File: config.mk
export PLATFORM = sky130hd
export DESIGN_NAME = shift_issue_stage
export DESIGN_NICKNAME = d
export VERILOG_FILES = /design/src/rtl/shift_issue_stage.sv
export SDC_FILE = /design/constraint.sdc
export NUM_CORES = 1
export LEC_CHECK = 0
export CORE_MARGIN = 2
export CORE_UTILIZATION = 47
export CTS_CLUSTER_SIZE = 20
export DETAILED_ROUTE_END_ITERATION = 7
export GPL_TIMING_DRIVEN = 0
export PLACE_DENSITY = 0.87
export SETUP_SLACK_MARGIN = 0.02
export SKIP_CTS_REPAIR_TIMING = 1
export SLEW_MARGIN = 20
export SYNTH_ARGS = -nofsm -noshare
export SYNTH_HDL_FRONTEND = slang
export SYNTH_SLANG_ARGS = --single-unit
File: constraint.sdc
create_clock -name clk -period 7.5 [get_ports clk]
set_input_delay 1.5 -clock clk [delete_from_list [all_inputs] [get_ports clk]]
set_output_delay 1.5 -clock clk [all_outputs]
set_load 0.01 [all_outputs]
File: src/rtl/shift_issue_stage.sv
// Shift issue stage: decodes RV32 shift instructions into shifter controls and
// buffers them in a 2-entry FIFO whose head drives the shifter directly.
module shift_issue_stage #(
  parameter int DATA_W = 32
) (
  input  logic              clk,
  input  logic              rst,
  input  logic              flush,
  input  logic              in_valid,
  output logic              in_ready,
  input  logic [2:0]        in_funct3,
  input  logic              in_funct7_5,
  input  logic              in_is_imm,
  input  logic [DATA_W-1:0] in_rs1,
  input  logic [31:0]       in_rs2,
  input  logic [11:0]       in_imm,
  input  logic [4:0]        in_rd,
  output logic              out_valid,
  input  logic              out_ready,
  output logic [DATA_W-1:0] out_a,
  output logic [4:0]        out_shamt,
  output logic [1:0]        out_type,
  output logic [4:0]        out_rd,
  output logic              out_illegal
);

  typedef enum logic [1:0] {
    EMPTY = 2'd0,
    ONE   = 2'd1,
    FULL  = 2'd2
  } state_t;

  typedef struct packed {
    logic [DATA_W-1:0] a;
    logic [4:0]        shamt;
    logic [1:0]        typ;
    logic [4:0]        rd;
    logic              illegal;
  } entry_t;

  localparam logic [1:0] TYPE_SLL = 2'b00;
  localparam logic [1:0] TYPE_SRL = 2'b01;
  localparam logic [1:0] TYPE_SRA = 2'b10;
  localparam logic [1:0] TYPE_BAD = 2'b11;

  // Immediate bit 10 duplicates funct7_5, so only bits 11 and 9:5 are checked.
  function automatic entry_t decode_op(
    input logic [2:0]        funct3,
    input logic              funct7_5,
    input logic              is_imm,
    input logic [DATA_W-1:0] rs1,
    input logic [31:0]       rs2,
    input logic [11:0]       imm,
    input logic [4:0]        rd
  );
    entry_t e;
    e.a       = rs1;
    e.rd      = rd;
    e.shamt   = is_imm ? imm[4:0] : rs2[4:0];
    e.illegal = 1'b0;
    if (funct3 == 3'b001 && !funct7_5) begin
      e.typ = TYPE_SLL;
    end else if (funct3 == 3'b101) begin
      e.typ = funct7_5 ? TYPE_SRA : TYPE_SRL;
    end else begin
      e.typ     = TYPE_BAD;
      e.illegal = 1'b1;
    end
    if (is_imm && (imm[11] || (|imm[9:5]))) begin
      e.typ     = TYPE_BAD;
      e.illegal = 1'b1;
    end
    return e;
  endfunction

  state_t state;
  entry_t new_entry;
  entry_t slot_p0;   // head, drives the shifter
  entry_t slot_p1;   // second-oldest entry, valid only in FULL
  logic   vld_p0;
  logic   push;
  logic   pop;

  assign new_entry = decode_op(in_funct3, in_funct7_5, in_is_imm, in_rs1,
                               in_rs2, in_imm, in_rd);

  assign vld_p0   = (state != EMPTY);
  assign in_ready = (state != FULL) && !rst;
  assign push     = in_valid && in_ready;
  assign pop      = vld_p0 && out_ready;

  // Stage p0: occupancy control and entry storage
  always_ff @(posedge clk) begin
    if (rst) begin
      state   <= EMPTY;
      slot_p0 <= '0;
    end else if (flush) begin
      state <= EMPTY;
    end else begin
      case (state)
        EMPTY: begin
          if (push) begin
            slot_p0 <= new_entry;
            state   <= ONE;
          end
        end
        ONE: begin
          if (push && pop) begin
            slot_p0 <= new_entry;
          end else if (push) begin
            slot_p1 <= new_entry;
            state   <= FULL;
          end else if (pop) begin
            state <= EMPTY;
          end
        end
        FULL: begin
          if (pop) begin
            slot_p0 <= slot_p1;
            state   <= ONE;
          end
        end
        default: state <= EMPTY;
      endcase
    end
  end

  assign out_valid   = vld_p0;
  assign out_a       = slot_p0.a;
  assign out_shamt   = slot_p0.shamt;
  assign out_type    = slot_p0.typ;
  assign out_rd      = slot_p0.rd;
  assign out_illegal = slot_p0.illegal;

endmodule

Word-level counts from Yosys, hierarchy flattened
Index checks and enable logic that the tools add are counted.

storage, ports and cells
  register bits = 92
  latch bits = 0
  bits in writable memories = 0
  memory bits (read-only) = 0
  input bits = 91
  output and inout port bits = 47
  memories kept = 0

cells by class
  add/subtract/negate cells = 0
  $mul = 0
  div/mod/pow operators = 0
  order comparisons = 0
  eq/ne operators = 10
  shifts and indexed selects = 0
  mux-type cells = 18
  bitwise operators = 3
  reductions and logical operators = 17

operators by type and width
  kind                  count
  $mux W45              3
  $pmux W45 S3          1
  $mux W2               9
  $ne A2 B2 Y1 const B  5
  $reduce_and A5 Y1     2
  $logic_and A1 B1 Y1   6
  $pmux W2 S3           1
  $mux W5               1
  $reduce_or A5 Y1      1
  $reduce_and A4 Y1     1
  $eq A3 B1 Y1 const B  1
  $eq A3 B3 Y1 const B  1
  $mux W1               3
  $ne A3 B3 Y1 const B  1
  $not A1 Y1            3
  $reduce_bool A3 Y1    1
  $eq A2 B1 Y1 const B  1
  $eq A2 B2 Y1 const B  1
  $logic_not A1 Y1      2
  $logic_not A2 Y1      1
  $reduce_bool A2 Y1    1
  $reduce_or A2 Y1      1
  $logic_or A1 B1 Y1    1

Depth between registers and ports, before layout
Gate-level depths: netlist of the first run.

  depth after elaboration = 6
  mapped depth = 6
  gate-level depth less buffers = 4

Worst setup path after synthesis of the first run
OpenSTA, ideal clock, no wires.

  path kind = in2reg
  start = input out_ready
  end = register slot_p1[0] (netlist name) (enable)
  library setup time = 0.503 ns
  data arrival time = 5.076 ns
  path slack = 1.921 ns
  stages on the path = 2
  path buffers = 0
  cell sequence = or4bb_1 > nor3_1

between the ends
  longest elaborated chain between the ends = 4

ends and longest elaborated chain
  what                                line  RTL
  start: declaration                  19    input logic out_ready,
  $logic_and A1 B1 Y1                 90    assign pop = vld_p0 && out_ready;
  $logic_and A1 B1 Y1                 108   if (push && pop) begin
  $not A1 Y1 (no source line)         -
  $reduce_and A5 Y1 (no source line)  -
  end signal: assignment              111   slot_p1 <= new_entry;
  end: declaration                    79    entry_t slot_p1;

No other way between the ends.
A chain may end at the register's enable or synchronous reset.

Worst setup path after layout of the first run
  start = input rst
  end = output in_ready

between the ends
  longest elaborated chain between the ends = 2

ends and longest elaborated chain
  what                 line  RTL
  start: declaration   7     input logic rst,
  $logic_not A1 Y1     88    assign in_ready = (state != FULL) && !rst;
  $logic_and A1 B1 Y1  88
  end: declaration     10    output logic in_ready,

No other way between the ends.

==> metrics, run 1 <==
status finished, final reports clean; P per Cell Area ~200 mW/mm^2; # DRC 0; Reg2Reg Depth 6; clock-pin slew on the worst setup and hold paths approximately 80 ps; Die H approximately 92 um; vias per cell 5.19; Die Footprint about 0.0084 mm^2; Unique masters post-synth 31; CTS tree done; post-synthesis sequential area ratio 63.2%; mapped cell area about 0.0036 mm^2; Rows 32; Core Area between 0.007 and 0.008 mm^2; syn avg cell area between 10 and 15 um^2; TritonCTS buffer count 9; # port buffers roughly 110; NumNets Final between 500 and 600; vias in the first global route 2978; RSZ-0062 raised after global routing no; Initial DRT Pass Iterations 4; Fin. Hold Viols 0; Clock H-tree levels 3; Crit Path Class in -> out; P_leak 1.77 nW; commonest non-fill, non-tap cell in the layout clkdlybuf4s50_1; MaxCap Viol Count 0; Initial DRC Count 126; Setup crit end kind output pin; dpl hpwl 6140 um; most frequent cells in the layout clkdlybuf4s50_1, nand2_1, nor2_1, dfxtp_1, edfxtp_1; Syn Inst Count roughly 330; Fmax just under 0.2 GHz; Total GRT Usage around a fifth; Critical Path Start Type input port; fillcell total approximately 590; Arr. time, crit path approximately 3600 ps; GRT Residual Overflow 0; area grow syn2layout 40.0%; routability cong. 0.831; Clock Root Buffer clkbuf_8; Tcrit/Tclk final about two thirds; clk_lat worst skew 350 ps; worst-margin pin slew between 700 and 800 ps; Critical Path RT roughly 6000 ps; setup violators final 0; Worst Hold Class reg -> reg; die width 91.9 um; Fin Hold WS a little under 500 ps; ant diodes 0; vias about 2900; VDD IR max ~100 uV; fin. max-slew vios 0; min Tclk post-route between 5000 and 6000 ps; largest net degree at the start of global routing 15; hold depth 2; Total Wirelength 8520 um; antenna-violating nets left 0; Synth Register Bits 92; initial core utilization a little under half; Ys Warns 0; Sink Count 92; Slew HR roughly half; antenna violations before repair 0; first-pass GRT wire length 13800 um; syn nets about 420; layout cells sized above 1 9.49%; Worst Path Max Fanout 10; Layout Skew roughly 7.4 ps; # IOs 138; Setup TNS 0 ps; CTS Buffer Depth 2; wire length per cell roughly 15 um
## kinds of logic (layout without fill, tap and decap cells)
group           after synthesis  count (layout)  share of synthesized area [%]
compound gates               49              49                           11.7
xor+xnor                      1               1                          0.241
buf+inv                      26             154                           3.79
flops                        92              92                           63.2
mux                          16              16                           4.76
simple gates                141             141                           16.3
## flip-flops by register name, indices dropped and copies added, names as in the netlist
name         cells
slot_p1         45
out_a           32
out_rd           5
out_shamt        5
out_type         2
state            2
out_illegal      1
## synth_stat cells
library cell  number  area share [%]
nor2_1            48             5.0
nand3b_1           1            0.21
a31oi_1            2            0.34
a21oi_1            3            0.41
nor2b_1            2            0.34
nor3_1             3            0.41
nand2_1           76             7.9
or4bb_1            2            0.62
a22o_1             3            0.72
nor4_1             1            0.17
o32ai_1            1            0.24
edfxtp_1          45              37
a31oi_4            1            0.59
clkbuf_1          15             1.6
mux2i_1            6             1.7
buf_2              5            0.69
nand2b_1           3            0.52
mux2_2            10             3.1
o22a_1             1            0.24
or4_1              1            0.21
nor3b_1            1            0.21
a311oi_1          37             8.9
dfxtp_1           47              26
or2_2              1            0.17
buf_6              4             1.2
or4b_2             1            0.28
xnor2_1            1            0.24
buf_4              1            0.21
inv_1              1            0.10
a2bb2oi_1          1            0.24
or4b_4             1            0.38
## per-layer routing
metal / routed length, um / vias up / GRT usage, %
met2: 4210 / 90 / 35.9
met5: 0 / - / 0
li1: - / 1413 / -
met1: 3700 / 1368 / 25.3
met4: 118 / 0 / 7.09
met3: 495 / 11 / 4.19
## worst paths after layout
kind	startpoint	slack (ps)	endpoint
worst min register to register	out_rd[4]$_SDFFE_PP0P_	500	out_rd[4]$_SDFFE_PP0P_
worst max register to register	state[0]$_SDFFE_PP0P_	4910	slot_p1[4]$_DFFE_PP_
worst max-delay path	rst	2410	in_ready
worst min-delay path	out_rd[4]$_SDFFE_PP0P_	500	out_rd[4]$_SDFFE_PP0P_
## per-stage QoR
stage	total power, mW	cells	setup WS [ps]	cell area (um^2)	util (%)
2_1_floorplan	0.623	325	1920	3630	-
3_3_place_gp	0.701	535	-201	4840	63.6
3_5_place_dp	0.706	539	2440	4880	64.2
4_1_cts	1.02	555	2410	5080	66.8
5_1_grt	1.06	555	2250	5080	66.8
6_report	1.02	555	2410	5080	66.8
## worst max-delay path, stage by stage
cell and delay, ps:
clkdlybuf4s50_1 560, clkbuf_1 490, clkbuf_1 430, nor2_1 100
clkdlybuf4s50_1 510
## where the power goes
| part | internal (mW) | switching, mW |
|---|---|---|
| logic | 0.0825 | 0.0585 |
| registers | 0.544 | 0.00907 |
| clock network | 0.159 | 0.163 |
## cell type report
class                   count  area, um^2  share of cell area [%]
repair buffers            112        1120                    22.0
clock inverters             2        15.0                   0.296
flip-flops and latches     92        2290                    45.1
multi-input cells         207        1200                    23.7
plain buffers              25         134                    2.64
inverters                   1        3.75                  0.0739
clock buffers              14         184                    3.62
well taps                 102         128                    2.51
(Power assumes the default switching activity.)
==> inputs of run 2 (changes only) <==
CORE_UTILIZATION = 44   (was 47)
PLACE_DENSITY = 0.82   (was 0.87)
clock period = 5.02 ns   (was 7.5 ns; I/O delays follow)
==> run 2 against run 1 <==
  * Final area grew 0.74%
  * Critical path depth did not move
  * Die area increased by 6.5%
  * Global-route usage fell by 0.91 points
  * Sequential cell count is the same
  * Critical endpoint unchanged
  * Largest cell class unchanged
  * Largest power group unchanged
==> metrics, run 2 (synthesis results as in run 1) <==
status finished, final reports clean; combinational power share between 10% and 20%; # DRC 0; antenna-violating nets left 0; most frequent cells in the layout clkdlybuf4s50_1, nand2_1, nor2_1, dfxtp_1, edfxtp_1; Clock power frac ~34%; Crit Path Class in -> out; Arr. time, crit path 3150 ps; Int Pwr around 1.2 mW; setup violators final 0; Rows 33; Slew HR between 50 and 60%; Clock H-tree levels 3; Worst Hold Class reg -> reg; CTS Buffer Depth 2; VDD IR max between 150 and 200 uV; routability cong. between 0.7 and 0.8; antenna violations before repair 0; P per Cell Area 307 mW/mm^2; Fmax ~0.24 GHz; vias 2910; Die H ~95 um; Tcrit/Tclk final around 83%; max reg flops 45; Sink Count 92; Critical Path RT approximately 4000 ps; Fin. Hold Viols 0; NumNets Final 538; vias in the first global route 2915; wire length per cell about 15 um; Worst Path Max Fanout 10; Top Layer Used met4; # port buffers 108; Layout Skew 13.6 ps; Setup TNS 0 ps; die width 94.8 um; P_leak between 1.5 and 2 nW; Clock Root Buffer clkbuf_8; Total Wirelength approximately 8600 um; ant diodes 0; Sw Share roughly 22%; # IOs 138; DP Area roughly 0.0049 mm^2; worst-margin pin slew 674 ps; Fin Hold WS around 500 ps; clock-pin slew on the worst setup and hold paths approximately 80 ps; NetSw between 300 and 400 uW; Setup crit end kind output pin; initial core utilization approximately 45%; Initial DRT Pass Iterations 4; CP cell instances clkdlybuf4s50_1 -> clkbuf_1 -> clkbuf_1 -> nor2_1 -> clkdlybuf4s50_1; TritonCTS buffer count 9; layout cells sized above 1 9.07%; WL met3 ~500 um; Die Footprint 0.00899 mm^2; clk_lat worst skew about 350 ps; Total GRT Usage around a fifth; largest net degree at the start of global routing 17; first-pass GRT wire length about 14000 um; vias per cell between 5 and 6; Seq pwr share between 50 and 60%; fin. max-slew vios 0; RSZ-0062 raised after global routing no; GRT Residual Overflow 0; Critical Path Start Type input port; CTS tree done; critical path's largest stage delay between 500 and 600 ps; met2 wire len 4310 um; commonest non-fill, non-tap cell in the layout clkdlybuf4s50_1; Core Area 0.00809 mm^2; Critical-path top delay cell clkdlybuf4s50_1; fin util a little over three fifths; min Tclk post-route 4160 ps; area grow syn2layout 41.0%; Finished Cell Area roughly 0.005 mm^2; Initial DRC Count 107; MaxCap Viol Count 0; dpl hpwl 6120 um; Pwr Total approximately 1.6 mW; register bank with the most flops slot_p1; Met1 Wirelength 3680 um
## run 2: power by group through the flow
| stage | clock network [mW] | registers [mW] | logic [mW] |
|---|---|---|---|
| 2_1_floorplan | 0 | 0.854 | 0.0763 |
| 6_report | 0.531 | 0.826 | 0.212 |
| 5_1_grt | 0.567 | 0.829 | 0.230 |
| 3_5_place_dp | 0 | 0.844 | 0.213 |
| 3_3_place_gp | 0 | 0.843 | 0.205 |
| 4_1_cts | 0.540 | 0.826 | 0.214 |
## run 2: final timing paths
path / from / end / slack (ps) / cells past startpoint
max: rst / in_ready / 860 / 5
min: out_type[1]$_SDFFE_PP0P_ / out_type[1]$_SDFFE_PP0P_ / 500 / 1
max reg2reg: state[0]$_SDFFE_PP0P_ / slot_p1[18]$_DFFE_PP_ / 2790 / 5
min reg2reg: out_type[1]$_SDFFE_PP0P_ / out_type[1]$_SDFFE_PP0P_ / 500 / 1
## run 2: routing by layer
metal | vias up | global-route usage (%)
li1 | 1414 | -
met1 | 1394 | 24.1
met2 | 92 | 33.9
met3 | 10 | 4.87
met4 | 0 | 6.16
met5 | - | 0
## run 2: through the flow
| stage | instances | setup slack (ps) |
|---|---|---|
| 4_1_cts | 557 | 838 |
| 5_1_grt | 557 | 739 |
| 6_report | 557 | 864 |
| 3_5_place_dp | 541 | 846 |
| 2_1_floorplan | 325 | 1300 |
| 3_3_place_gp | 538 | -259 |
## run 2: cell type report
type                       instances  area, um^2
buffer                            25         134
clock buffer                      12         135
clock inverter                     4        75.1
fill                             684        2980
inverter                           1        3.75
multi-input combinational        207        1210
sequential                        92        2290
tap                              105         131
timing repair buffer             111        1130
## run 2: worst max-delay path, delay by kind of cell
| family | cells | cell delay [ps] |
|---|---|---|
| simple gates | 1 | 130 |
| buf+inv | 4 | 2020 |
==> inputs of run 3 (changes only) <==
clock period = 4.3 ns   (was 5.02 ns; I/O delays follow)
==> results of run 3 <==
Same layout as run 2 (identical final DEF). Status: finished, final reports clean.
Among the figures that moved: setup slack after placement 846 ps -> 414 ps; setup slack after layout 864 ps -> 432 ps; register-to-register setup slack 2790 ps -> 2070 ps; total power 1.57 mW -> 1.83 mW; worst IR drop on VDD 173 uV -> 202 uV
